===== config.mk =====
export PLATFORM = sky130hd
export DESIGN_NAME = gpmc_pwm_bank
export DESIGN_NICKNAME = d
export VERILOG_FILES = /design/src/rtl/bw_pwm_pkg.sv /design/src/rtl/pwm_channel.sv /design/src/rtl/gpmc_pwm_bank.sv
export SDC_FILE = /design/constraint.sdc
export NUM_CORES = 1
export LEC_CHECK = 0
export CAP_MARGIN = 10
export CORE_MARGIN = 4
export CORE_UTILIZATION = 43
export CTS_CLUSTER_SIZE = 10
export DETAILED_ROUTE_END_ITERATION = 8
export PLACE_DENSITY = 0.6
export SLEW_MARGIN = 20
export SYNTH_ARGS = -nofsm -noshare
export SYNTH_HDL_FRONTEND = slang
export SYNTH_SLANG_ARGS = --single-unit

===== constraint.sdc =====
create_clock -name clk -period 5.5 [get_ports clk]
set_clock_uncertainty 0.1 [all_clocks]
set_input_delay 1.1 -clock clk [delete_from_list [all_inputs] [get_ports clk]]
set_output_delay 1.1 -clock clk [all_outputs]
set_load 0.05 [all_outputs]

===== src/rtl/bw_pwm_pkg.sv =====
// Shared register map and bit positions for the GPMC-attached PWM bank.
// Addresses are word addresses on the bridge's decoded bus.
package bw_pwm_pkg;

  localparam int unsigned REG_CTRL     = 0;
  localparam int unsigned REG_PRESCALE = 1;
  localparam int unsigned REG_PERIOD   = 2;
  localparam int unsigned REG_STATUS   = 3;
  localparam int unsigned REG_DUTY0    = 4;

  localparam int unsigned CTRL_EN_BIT     = 15;
  localparam int unsigned STATUS_WRAP_BIT = 0;

endpackage


===== src/rtl/pwm_channel.sv =====
// One PWM channel: double-buffered duty register and registered compare output.
// The active duty only changes at a period wrap, or continuously while the bank is stopped.
module pwm_channel
  import bw_pwm_pkg::*;
#(
  parameter int DATA_WIDTH = 16
) (
  input  logic                  clk,
  input  logic                  rst_n,
  input  logic [DATA_WIDTH-1:0] cnt,
  input  logic                  wrap,
  input  logic                  load_now,
  input  logic                  enable,
  input  logic                  duty_we,
  input  logic [DATA_WIDTH-1:0] duty_wdata,
  output logic [DATA_WIDTH-1:0] duty_shadow,
  output logic                  pwm
);

  logic [DATA_WIDTH-1:0] duty_act;

  // NOTE: sequential state uses non-blocking assignments so every flop samples pre-edge values.
  always_ff @(posedge clk or negedge rst_n) begin
    if (!rst_n) begin
      duty_shadow <= '0;
      duty_act    <= '0;
      pwm         <= 1'b0;
    end else begin
      if (duty_we) begin
        duty_shadow <= duty_wdata;
      end
      if (load_now || wrap) begin
        duty_act <= duty_shadow;
      end
      pwm <= enable && (cnt < duty_act);
    end
  end

endmodule


===== src/rtl/gpmc_pwm_bank.sv =====
// Register-mapped PWM bank behind the GPMC bridge: bus decode, shared prescaler and
// period counter, and NUM_CH channels with glitch-free double-buffered period/duty.
module gpmc_pwm_bank
  import bw_pwm_pkg::*;
#(
  parameter int ADDR_WIDTH = 4,
  parameter int DATA_WIDTH = 16,
  parameter int NUM_CH     = 4
) (
  input  logic                  clk,
  input  logic                  rst_n,
  input  logic                  bus_we,
  input  logic                  bus_re,
  input  logic [ADDR_WIDTH-1:0] bus_addr,
  input  logic [DATA_WIDTH-1:0] bus_wdata,
  output logic [DATA_WIDTH-1:0] bus_rdata,
  output logic                  bus_rvalid,
  output logic [NUM_CH-1:0]     pwm_out
);

  logic [DATA_WIDTH-1:0] ctrl_q;
  logic [DATA_WIDTH-1:0] prescale_q;
  logic [DATA_WIDTH-1:0] period_q;
  logic [DATA_WIDTH-1:0] period_act;
  logic [DATA_WIDTH-1:0] pre_cnt;
  logic [DATA_WIDTH-1:0] cnt;
  logic                  status_wrap;

  logic en;
  logic load_now;
  logic tick;
  logic wrap;

  logic wr_ctrl;
  logic wr_prescale;
  logic wr_period;
  logic wr_status;

  logic [NUM_CH-1:0]     duty_we;
  logic [DATA_WIDTH-1:0] duty_shadow [NUM_CH];
  logic [DATA_WIDTH-1:0] rd_mux;

  assign en       = ctrl_q[CTRL_EN_BIT];
  assign load_now = !en;
  assign tick     = en && (pre_cnt == prescale_q);
  assign wrap     = tick && (cnt == period_act);

  assign wr_ctrl     = bus_we && (bus_addr == ADDR_WIDTH'(REG_CTRL));
  assign wr_prescale = bus_we && (bus_addr == ADDR_WIDTH'(REG_PRESCALE));
  assign wr_period   = bus_we && (bus_addr == ADDR_WIDTH'(REG_PERIOD));
  assign wr_status   = bus_we && (bus_addr == ADDR_WIDTH'(REG_STATUS));

  // NOTE: every variable assigned in always_comb gets a default first, so no latch is inferred.
  always_comb begin
    duty_we = '0;
    for (int i = 0; i < NUM_CH; i++) begin
      duty_we[i] = bus_we && (bus_addr == ADDR_WIDTH'(REG_DUTY0 + i));
    end
  end

  // NOTE: all registers, including per-channel duty storage, are reset so reads return 0 afterwards.
  always_ff @(posedge clk or negedge rst_n) begin
    if (!rst_n) begin
      ctrl_q     <= '0;
      prescale_q <= '0;
      period_q   <= '0;
    end else begin
      if (wr_ctrl)     ctrl_q     <= bus_wdata;
      if (wr_prescale) prescale_q <= bus_wdata;
      if (wr_period)   period_q   <= bus_wdata;
    end
  end

  // A shrunken PRESCALE below pre_cnt lets pre_cnt run up and roll over rather than jump.
  always_ff @(posedge clk or negedge rst_n) begin
    if (!rst_n) begin
      pre_cnt <= '0;
      cnt     <= '0;
    end else if (!en) begin
      pre_cnt <= '0;
      cnt     <= '0;
    end else if (tick) begin
      pre_cnt <= '0;
      cnt     <= wrap ? '0 : cnt + 1'b1;
    end else begin
      pre_cnt <= pre_cnt + 1'b1;
    end
  end

  // Set wins over a simultaneous write-1-to-clear so no wrap event is ever lost.
  always_ff @(posedge clk or negedge rst_n) begin
    if (!rst_n) begin
      period_act  <= '0;
      status_wrap <= 1'b0;
    end else begin
      if (load_now || wrap) begin
        period_act <= period_q;
      end
      if (wrap) begin
        status_wrap <= 1'b1;
      end else if (wr_status && bus_wdata[STATUS_WRAP_BIT]) begin
        status_wrap <= 1'b0;
      end
    end
  end

  always_comb begin
    rd_mux = '0;
    if (bus_addr == ADDR_WIDTH'(REG_CTRL)) begin
      rd_mux = ctrl_q;
    end else if (bus_addr == ADDR_WIDTH'(REG_PRESCALE)) begin
      rd_mux = prescale_q;
    end else if (bus_addr == ADDR_WIDTH'(REG_PERIOD)) begin
      rd_mux = period_q;
    end else if (bus_addr == ADDR_WIDTH'(REG_STATUS)) begin
      rd_mux[STATUS_WRAP_BIT] = status_wrap;
    end
    for (int i = 0; i < NUM_CH; i++) begin
      if (bus_addr == ADDR_WIDTH'(REG_DUTY0 + i)) begin
        rd_mux = duty_shadow[i];
      end
    end
  end

  // Read data is sampled before this edge's write lands, so a same-cycle read sees the old value.
  always_ff @(posedge clk or negedge rst_n) begin
    if (!rst_n) begin
      bus_rdata  <= '0;
      bus_rvalid <= 1'b0;
    end else begin
      bus_rvalid <= bus_re;
      if (bus_re) begin
        bus_rdata <= rd_mux;
      end
    end
  end

  for (genvar gi = 0; gi < NUM_CH; gi++) begin : g_ch
    pwm_channel #(
      .DATA_WIDTH(DATA_WIDTH)
    ) u_ch (
      .clk        (clk),
      .rst_n      (rst_n),
      .cnt        (cnt),
      .wrap       (wrap),
      .load_now   (load_now),
      .enable     (en && ctrl_q[gi]),
      .duty_we    (duty_we[gi]),
      .duty_wdata (bus_wdata),
      .duty_shadow(duty_shadow[gi]),
      .pwm        (pwm_out[gi])
    );
  end

endmodule


# Yosys cells after proc, flatten, opt, wreduce, memory -nomap -nowiden
# Cells that the tools add are included.
classes:
  n_addsub: 2
  order_cmp: 4
  n_eq_ne: 10
  muxes: 16
  reduce_logical: 23
ops:
  columns: ["op", "n"]
  rows:
  - ["$mux W16", 11]
  - ["$lt A16 B16 Y1", 4]
  - ["$add A16 B1 Y16 const B", 2]
  - ["$eq A16 B16 Y1", 2]
  - ["$logic_and A1 B1 Y1", 19]
  - ["$eq A4 B3 Y1 const B", 4]
  - ["$mux W15", 1]
  - ["$eq A4 B2 Y1 const B", 2]
  - ["$eq A4 B1 Y1 const B", 1]
  - ["$logic_not A4 Y1", 1]
  - ["$mux W1", 4]
  - ["$ne A2 B1 Y1 const B", 1]
  - ["$reduce_bool A2 Y1", 1]
  - ["$logic_not A1 Y1", 1]
  - ["$logic_or A1 B1 Y1", 1]
totals:
  ff_bits: 246
  inputBits: 24
  output_inout_bits: 21
  word_cells: 76

# Logic depth before layout (Yosys ltp)
# Gate-level depths: netlist (run 1).
depth:
  ltp_word: 9
  depth_mapped: 9
  mapped_depth_nobuf: 7

# Hierarchy
# Synthesis (run 1) repeated with hierarchy kept, for this count alone.
hier_totals:
  hier_cells: 994
  hier_area_um2: 12169.2
by_module_without_submodules:
  columns: ["module", "instances", "cells_each", "area_per_inst_um2", "seq_area_each_um2"]
  rows:
  - ["gpmc_pwm_bank", 1, 508, 5800.6, 2852.7]
  - ["pwm_channel (g_ch[0].u_ch ...)", 3, 121, 1586.5, 825.8]
  - ["pwm_channel (g_ch[3].u_ch)", 1, 123, 1609.0, 825.8]

# Worst setup path before layout (run 1)
# Ideal clock, no wire load.
synth_timing:
  path_kind: "input-to-reg"
  start: "in bus_addr[3]"
  end: "reg g_ch[1].u_ch.duty_shadow[10]"
  setup_ps: 125
  t_arrival_ps: 2677
  required_time_ps: 5275
  slack_ps: 2598
  stages: 7
  n_path_buf: 3
  cell_sequence: "buf_2 nand2b_1 clkbuf_1 nor3b_2 nand2_1 clkbuf_1 mux2_2"
synth_between:
  elab_chain_len: 2
synth_lines:
  columns: ["element", "line", "text"]
  rows:
  - ["from (decl)", "gpmc_pwm_bank.sv:14", "input logic [ADDR_WIDTH-1:0] bus_addr,"]
  - ["$eq A4 B3 Y1", "gpmc_pwm_bank.sv:57", "duty_we[i] = bus_we && (bus_addr == ADDR_WIDTH'(REG_DUTY0 + i));"]
  - ["$logic_and A1 B1 Y1", "gpmc_pwm_bank.sv:57", null]
  - ["to (signal assigned)", "pwm_channel.sv:30", "duty_shadow <= duty_wdata;"]
  - ["to (decl)", "pwm_channel.sv:16", "output logic [DATA_WIDTH-1:0] duty_shadow,"]
# Every way passes these cells.
# A chain may end at the register's enable or synchronous reset.

# Worst setup path in the final report (run 1)
layout_timing:
  start: "in bus_addr[2]"
  end: "reg period_q[6]"
layout_between:
  elab_chain_len: 2
layout_lines:
  columns: ["element", "line", "text"]
  rows:
  - ["$eq A4 B2 Y1", "gpmc_pwm_bank.sv:50", "assign wr_period = bus_we && (bus_addr == ADDR_WIDTH'(REG_PERIOD));"]
  - ["$logic_and A1 B1 Y1", "gpmc_pwm_bank.sv:50", null]
  - ["to (signal assigned)", "gpmc_pwm_bank.sv:70", "if (wr_period) period_q <= bus_wdata;"]
  - ["to (decl)", "gpmc_pwm_bank.sv:23", "logic [DATA_WIDTH-1:0] period_q;"]
# Every way passes these cells.

==> out/results.txt, run 1 <==
Syn_nets -> 1075
Period minus WS final -> 3.877 ns
CTS tree -> yes
Worst-margin pin slew -> 1.016 ns
Via count -> 7890
Final setup viols -> 0
Ranking of synthesized cells by area -> dfrtp_1, mux2_2, ha_1
Hpwl dp -> 21420 um
Fill cells -> 2496
Cell area after layout -> 13840 um2
Crit-path slowest cell -> nor4b_2
Largest fanout on the critical path -> 16
Cells after synthesis -> 989
LEAKAGE -> 6.320 nW
Vias in the first global route -> 7925
CTS resizes -> 0
HP Class -> reg -> reg
Buffers on Ports -> 44
Setup crit start kind -> primary input
Drt first pass iters -> 5
Period utilization -> 70.49%
Hold violation count in the final report -> 0
R2R Path End -> g_ch[3].u_ch.duty_act[12]
Syn. warnings -> 0
CP startpoint -> bus_addr[2]
# nets final -> 1125
Worst IR drop on VDD -> 227.1 uV
Via density -> 5.545
Top cell type's share of synthesized area -> 50.14%
Overflow after GRT -> 0
First-pass GRT wire length -> 47870 um
Max_slew headroom -> 32.11%
DRC -> 0
GRT Overall Usage -> 19.92%
Initial antenna violation count -> 0
Post-synth EDFFs -> 0
I/O pins -> 45
Critical Setup Path Class -> in -> reg
Predominant post-synthesis flop cell -> dfrtp_1
Pwr Density -> 406.8 nW/um2
Yosys cell types -> 49
Depth of the CTS H-tree -> 1
CP Cell Sequence -> clkdlybuf4s50_1 -> nor4b_2 -> nand2_1 -> mux2_2
DRT Wirelength -> 30860 um
Post-synth ARST share -> 100.0%
DP Worst Slack -> 1.018 ns
Clock Latency Late Sink -> 0.55 ns
End of the critical path -> period_q[6]
Final Wtd Congestion -> 0.8567
CP max stage delay -> 1.04 ns
Post-DRT Antenna Nets -> 0
Syn avg cell area -> 12.41 um2
Root buf cell -> clkbuf_16
Max-cap violations -> 0
Die area -> 31320 um2
Flop-to-flop setup slack -> 1.78 ns
Mapped Area -> 12280 um2
Worst setup EP type -> register
Worst Path Arrival -> 4.21 ns
Worst R2R Path Depth -> 6
Cts hold-fix bufs -> 0
Share of layout cells above drive strength 1 -> 23.83%
Final worst slack -> 1.623 ns
Clock Path Buffers -> 3
RSZ-0062 raised after global routing -> false
Tot Pwr -> 5.630 mW
Core Rows -> 61
Post-DR wirelength/cell -> 21.69 um
Die height -> 177.0 um
Fmax -> 257.9 MHz
Post-synth top area cell -> dfrtp_1
Largest net degree at the start of global routing -> 127
Antenna Diode Count -> 0
Synth Register Bits -> 246
Count of final max-slew check failures -> 0
Layout area overhead -> 12.70%
Critical Path RT -> 5.83 ns
Seq/Total Area, Yosys -> 50.14%
Reg2Reg Launch Point -> prescale_q[9]
Final setup TNS -> 0 ns
Initial Util -> 43.83%
Iter 0 DRT Violations -> 538
Die X -> 177.0 um
Total CTS buffers -> 29
Clock slew at reported path FFs -> 0.05 ns
Postcts setup bufs -> 0
CTS sink count -> 246
Area of the core -> 28010 um2
Status -> completed
Post-DP Area -> 13050 um2
==> stage by stage <==
step	util, %	cells	hold slack, ns
CTS	49.39	1423	0.4063
global route	49.40	1423	0.4153
global placement	46.59	1386	0.3882
floorplan	-	989	0.3616
detailed placement	46.59	1386	0.3942
finish	49.40	1423	0.4022
==> registers in the layout, summed over array words and instances, names as in the netlist, 4 cells and up <==
signal / flops
g_ch.u_ch.duty_act: 64
prescale_q: 16
cnt: 16
ctrl_q: 16
bus_rdata: 16
g_ch.u_ch.pwm: 4
period_q: 16
period_act: 16
pre_cnt: 16
g_ch.u_ch.duty_shadow: 64
==> power breakdown <==
part | total (mW) | internal (mW) | leakage (nW) | switching, mW
clock network | 1.67 | 0.964 | 0.385 | 0.706
logic | 1.35 | 0.724 | 2.86 | 0.624
registers | 2.61 | 2.27 | 3.07 | 0.342
total | 5.63 | 3.96 | 6.32 | 1.67
==> cells in the final DEF (no fill, tap or decap), drive strengths merged, types with 12 or more instances in the layout <==
cell,Yosys,layout
dfrtp,246,246
mux2,192,192
inv,68,69
ha,62,62
nor2,47,47
clkdlybuf4s50,0,43
nand2,40,40
clkbuf,19,35
a21oi,29,29
o21ai,29,29
xnor2,25,25
nand4,21,21
xor2,21,21
buf,24,19
nor4,17,17
a31oi,16,16
a221oi,15,15
a21o,12,12
==> critical path: cells and delay by family <==
family	cells	cell delay, ns
simple gates	2	1.78
buf+inv	1	0.83
mux	1	0.49
==> Yosys cell counts (all sizes together) (5+ instances only) <==
cell type and n:
dfrtp 246, mux2 192, inv 68, ha 62, nor2 47, nand2 40, a21oi 29, o21ai 29
xnor2 25, buf 24, nand4 21, xor2 21, clkbuf 19, nor4 17, a31oi 16, a221oi 15
a21o 12, a22o 9, mux2i 9, a222oi 8, or3 8, a22oi 7, o31ai 7, or4 7
nand3 6, nand2b 5, nor2b 5, nor3 5, o211ai 5
==> kinds of logic (layout without fill, tap and decap cells) <==
family	Yosys count	after routing	synth area share (%)
AO/OA/AOI/OAI	148	148	8.255
adder cells (fa/ha/maj)	62	62	6.318
XOR/XNOR	46	46	3.281
buffers and inverters	111	167	4.576
flip-flops	246	246	50.14
multiplexers	201	201	19.87
AND/OR/NAND/NOR	175	175	7.562
==> layout make-up <==
class                           count  area, um2  share of cell area, %
Timing Repair Buffer               62      605.6                  4.377
Multi-Input combinational cell    632       5562                  40.19
Inverter                           68      255.2                  1.845
Clock inverter                      2      17.52                 0.1266
Clock buffer                       35      768.2                  5.552
Tap cell                          378      473.0                  3.418
Sequential cell                   246       6156                  44.49
==> metal layers <==
metal / routed length [um] / GRT usage [%] / vias up
li1: - / - / 3677
met1: 14560 / 29.11 / 4022
met2: 14550 / 32.18 / 149
met3: 1078 / 2.286 / 42
met4: 680 / 4.481 / 0
met5: 0 / 0 / -
==> worst min path at each step <==
stage                              to  slack, ns         from  cells after the start
after global routing        ctrl_q[4]       0.42    ctrl_q[4]                      1
after floorplan           status_wrap       0.36  status_wrap                      2
after detailed placement   ctrl_q[13]       0.39   ctrl_q[13]                      1
final                      ctrl_q[13]       0.40   ctrl_q[13]                      1
after CTS                  ctrl_q[13]       0.41   ctrl_q[13]                      1
after global placement     ctrl_q[13]       0.39   ctrl_q[13]                      1
Note: power is estimated with default switching activity, not from simulation.
==> inputs of run 2 (changes only) <==
Settings changed: PLACE_DENSITY 0.6 to 0.62.
Clock period 5.5 ns to 3.29 ns, I/O delays scaled along.
==> out/results.txt, run 2 (same netlist as run 1, synthesis figures left out) <==
Non-filler cells, final -> 1448
Max_slew headroom -> 32.59%
Via density -> 5.624
Multi-input gate area -> 5560 um2
Clock slew at reported path FFs -> 0.06 ns
Initial Util -> 43.83%
Placed cells -> 1408
GRT Overall Usage -> 20.71%
Clock Path Buffers -> 3
Hold violation count in the final report -> 0
Worst-margin pin slew -> 1.011 ns
Total CTS buffers -> 29
Setup crit start kind -> register
Max-cap violations -> 0
Count of final max-slew check failures -> 0
Gr busiest metal -> met2
Fill cells -> 2427
CTS resizes -> 0
Area of the core -> 28010 um2
Post-DR wirelength/cell -> 22.16 um
Cts hold-fix bufs -> 0
Met1 Use GR -> 30.89%
Met2 usage -> 32.44%
CP Cell Sequence -> xnor2_1 -> nand4_1 -> or4_1 -> o21ai_4 -> buf_12 -> mux2_2
Crit-path slowest cell -> or4_1
Final setup viols -> 0
CTS sink count -> 246
R2R Path End -> g_ch[3].u_ch.duty_act[9]
Share of layout cells above drive strength 1 -> 24.98%
Most frequent cells in the layout -> dfrtp_1, mux2_2, inv_1
Tot Pwr -> 9.523 mW
Die X -> 177.0 um
Fmax -> 359.6 MHz
Iter 0 DRT Violations -> 538
GR met3 Demand/Resource -> 3.119%
Layout area overhead -> 14.51%
Worst Path Arrival -> 3.09 ns
Overflow after GRT -> 0
Via count -> 8144
Buffers on Ports -> 44
CTS tree -> yes
Postcts setup bufs -> 0
DRC -> 0
Worst IR drop on VDD -> 408.3 uV
Critical Setup Path Class -> reg -> reg
Most common cell after layout, fill and taps aside -> dfrtp_1
HP Class -> in -> async
Core Rows -> 61
RSZ-0062 raised after global routing -> false
Initial antenna violation count -> 1
DRT Wirelength -> 32090 um
Period utilization -> 84.53%
Drt first pass iters -> 5
CP max stage delay -> 0.67 ns
LEAKAGE -> 6.430 nW
Period minus WS final -> 2.781 ns
Largest regs -> g_ch.u_ch.duty_act: 64 flops, g_ch.u_ch.duty_shadow: 64 flops
# nets final -> 1147
Clock Latency Late Sink -> 0.54 ns
Sequential cell area -> 6156 um2
Final Wtd Congestion -> 0.8208
Worst setup EP type -> register
Largest fanout on the critical path -> 62
Die height -> 177.0 um
First-pass GRT wire length -> 50040 um
Hpwl dp -> 23150 um
Largest net degree at the start of global routing -> 87
Final setup TNS -> 0 ns
Critical Path RT -> 3.60 ns
Vias in the first global route -> 8290
Worst R2R Path Depth -> 6
Reg2Reg Launch Point -> prescale_q[9]
Status -> completed
Root buf cell -> clkbuf_16
I/O pins -> 45
Pwr Density -> 677.3 nW/um2
Depth of the CTS H-tree -> 1
Die area -> 31320 um2
Flop-to-flop setup slack -> 0.51 ns
Post-DRT Antenna Nets -> 0
## run 2: cell count changes in the layout (fill, tap and decap cells not counted), sizes merged
| cell | change |
|---|---|
| inv | -1 |
| clkinv | -1 |
| buf | +22 |
| diode | +1 |
| clkbuf | +3 |
| clkinvlp | +1 |
## run 2: cell type report
class	count	share of cell area, %
Multi-Input combinational cell	632	39.55
Tap cell	378	3.364
Sequential cell	246	43.78
Clock buffer	38	5.402
Timing Repair Buffer	84	6.016
Antenna cell	1	0.01780
Inverter	68	1.815
Clock inverter	1	0.05340
## run 2: critical path, delay by kind of cell, from the launching register on
| family | cells | cell delay, ns |
|---|---|---|
| AND/OR/NAND/NOR | 2 | 0.79 |
| AO/OA/AOI/OAI | 1 | 0.28 |
| multiplexers | 1 | 0.39 |
| XOR/XNOR | 1 | 0.22 |
| flip-flops | 1 | 0.45 |
| buffers and inverters | 1 | 0.37 |
## run 2: per-stage QoR
stage	setup slack, ns	instance area (um2)	hold WS [ns]	util [%]
after global placement	0.3983	13290	0.3854	47.45
after CTS	0.5269	14060	0.06226	50.19
final	0.5091	14060	0.02728	50.19
after floorplan	0.8301	12280	0.2624	-
after global routing	0.3904	14060	0.08717	50.19
after detailed placement	0.3793	13290	0.3935	47.45
## run 2: where the power goes
part	leakage (nW)	switching [mW]	internal [mW]
Combinational	2.99	1.05	1.23
Sequential	3.07	0.691	3.79
Clock	0.368	1.18	1.58
## run 2: how the worst max path moves through the flow
stage / start / endpoint / slack, ns / cells past startpoint
2_1_floorplan: bus_addr[3] / g_ch[1].u_ch.duty_shadow[10] / 0.83 / 7
3_3_place_gp: bus_addr[3] / g_ch[0].u_ch.duty_shadow[12] / 0.40 / 6
3_5_place_dp: bus_addr[3] / g_ch[0].u_ch.duty_shadow[8] / 0.38 / 6
4_1_cts: prescale_q[13] / g_ch[3].u_ch.duty_act[9] / 0.53 / 6
5_1_grt: prescale_q[9] / g_ch[3].u_ch.duty_act[13] / 0.39 / 6
6_report: prescale_q[9] / g_ch[3].u_ch.duty_act[9] / 0.51 / 6
## run 2: metal layers
metal | vias up | part of all wire, %
met2 | 180 | 45
li1 | 3721 | -
met4 | 0 | 1.4
met3 | 35 | 5.4
met1 | 4208 | 48
met5 | - | 0
==> inputs of run 3 (changes only) <==
Settings changed: PLACE_DENSITY 0.62 to 0.6.
Clock period 3.29 ns to 2.75 ns, I/O delays scaled along.
==> out/results.txt, run 3 (same netlist as run 1, synthesis figures left out) <==
Setup crit start kind -> register
Critical Setup Path Class -> reg -> reg
Non-filler cells, final -> 1477
Depth of the CTS H-tree -> 1
Tot Pwr -> 11.66 mW
Max_slew headroom -> 40.86%
Via density -> 5.498
Root buf cell -> clkbuf_16
Die X -> 177.0 um
Iter 0 DRT Violations -> 562
DRC -> 0
I/O pins -> 45
Placed cells -> 1435
Largest net degree at the start of global routing -> 74
CTS sink count -> 246
Critical Path RT -> 3.08 ns
Worst Path Arrival -> 2.97 ns
Vias in the first global route -> 8335
Share of layout cells above drive strength 1 -> 27.02%
Status -> completed
Clock Latency Late Sink -> 0.55 ns
Count of final max-slew check failures -> 0
Largest fanout on the critical path -> 21
Max-cap violations -> 0
Die area -> 31320 um2
Core Rows -> 61
Worst-margin pin slew -> 0.8824 ns
RSZ-0062 raised after global routing -> false
HP Class -> reg -> reg
Largest regs -> g_ch.u_ch.duty_act: 64 flops, g_ch.u_ch.duty_shadow: 64 flops
Postcts setup bufs -> 0
Clock Path Buffers -> 3
Layout area overhead -> 16.94%
Initial Util -> 43.83%
# nets final -> 1175
CTS tree -> yes
Period utilization -> 95.88%
Antenna Diode Count -> 0
Hold violation count in the final report -> 0
Worst setup EP type -> register
Hpwl dp -> 23960 um
Clock slew at reported path FFs -> 0.05 ns
Pwr Density -> 812.2 nW/um2
Most frequent cells in the layout -> dfrtp_1, mux2_2, inv_1
Area of the core -> 28010 um2
Fmax -> 379.2 MHz
Worst IR drop on VDD -> 440.3 uV
Die height -> 177.0 um
Post-DR wirelength/cell -> 21.82 um
Period minus WS final -> 2.637 ns
First-pass GRT wire length -> 50740 um
Post-DRT Antenna Nets -> 0
GRT Overall Usage -> 21.00%
Final setup TNS -> 0 ns
CTS resizes -> 0
Initial antenna violation count -> 0
Overflow after GRT -> 0
Final Wtd Congestion -> 0.8185
Most common cell after layout, fill and taps aside -> dfrtp_1
Total CTS buffers -> 29
Via count -> 8120
LEAKAGE -> 6.604 nW
Final setup viols -> 0
Drt first pass iters -> 5
Buffers on Ports -> 44
Final core utilization -> 51.26%
Hold Slack -> 0.4049 ns
DRT Wirelength -> 32230 um
==> run 3: cell types whose count changed in the layout (fill, tap and decap cells not counted), sizes merged <==
cell         before  now
buf              41   68
dlygate4sd3       0    1
clkinvlp          1    0
inv              68   69
clkbuf           38   40
diode             1    0
==> run 3: report_power, final <==
| part | internal (mW) | switching (mW) |
|---|---|---|
| combinational | 1.56 | 1.29 |
| sequential | 4.54 | 0.847 |
| clock | 1.98 | 1.44 |
==> run 3: through the flow <==
step	instance area, um2	setup WS, ns
floorplan	12280	0.3981
global placement	13530	0.04645
detailed placement	13530	0.05563
CTS	14360	0.1040
global route	14360	0.02675
finish	14360	0.1132
==> run 3: routing by layer <==
layer	routed length [um]	global-route usage, %	part of all wire, %
met1	15750	32.28	49
met2	14800	33.00	46
met3	1254	2.350	3.9
met4	420	2.998	1.3
met5	0	0	0
==> run 3: what timing repair did <==
| item | CTS | global route |
|---|---|---|
| endpoints found under the hold margin | 66 | 0 |
| hold buffers | 1 | 0 |
| endpoints found under the setup margin | 0 | 0 |
==> run 3: final cells by class <==
type,count,area [um2]
fillers,2495,13650
flip-flops and latches,246,6156
multi-input cells,632,5560
repair buffers,112,1096
clock buffers,40,797.0
well taps,378,473.0
inverters,68,255.2
clock inverters,1,20.02
==> run 3: critical path, stage by stage, from the launching register on <==
cell and delay, ns:
dfrtp_1 0.44, xnor2_1 0.26, nand4_1 0.14, or4_1 0.64, o21ai_4 0.20, buf_12 0.19, buf_12 0.20, mux2_2 0.35
==> run 3: worst paths after layout <==
| check | slack [ns] | to | cells after the start | startpoint |
|---|---|---|---|---|
| min | 0.40 | pre_cnt[0] | 1 | pre_cnt[0] |
| max reg2reg | 0.11 | g_ch[3].u_ch.duty_act[4] | 7 | pre_cnt[9] |
| min in group asynchronous | 0.45 | g_ch[2].u_ch.duty_act[0] | 2 | rst_n |
| max | 0.11 | g_ch[3].u_ch.duty_act[4] | 7 | pre_cnt[9] |
| max in group asynchronous | 1.25 | g_ch[0].u_ch.duty_shadow[6] | 3 | rst_n |
| min reg2reg | 0.40 | pre_cnt[0] | 1 | pre_cnt[0] |
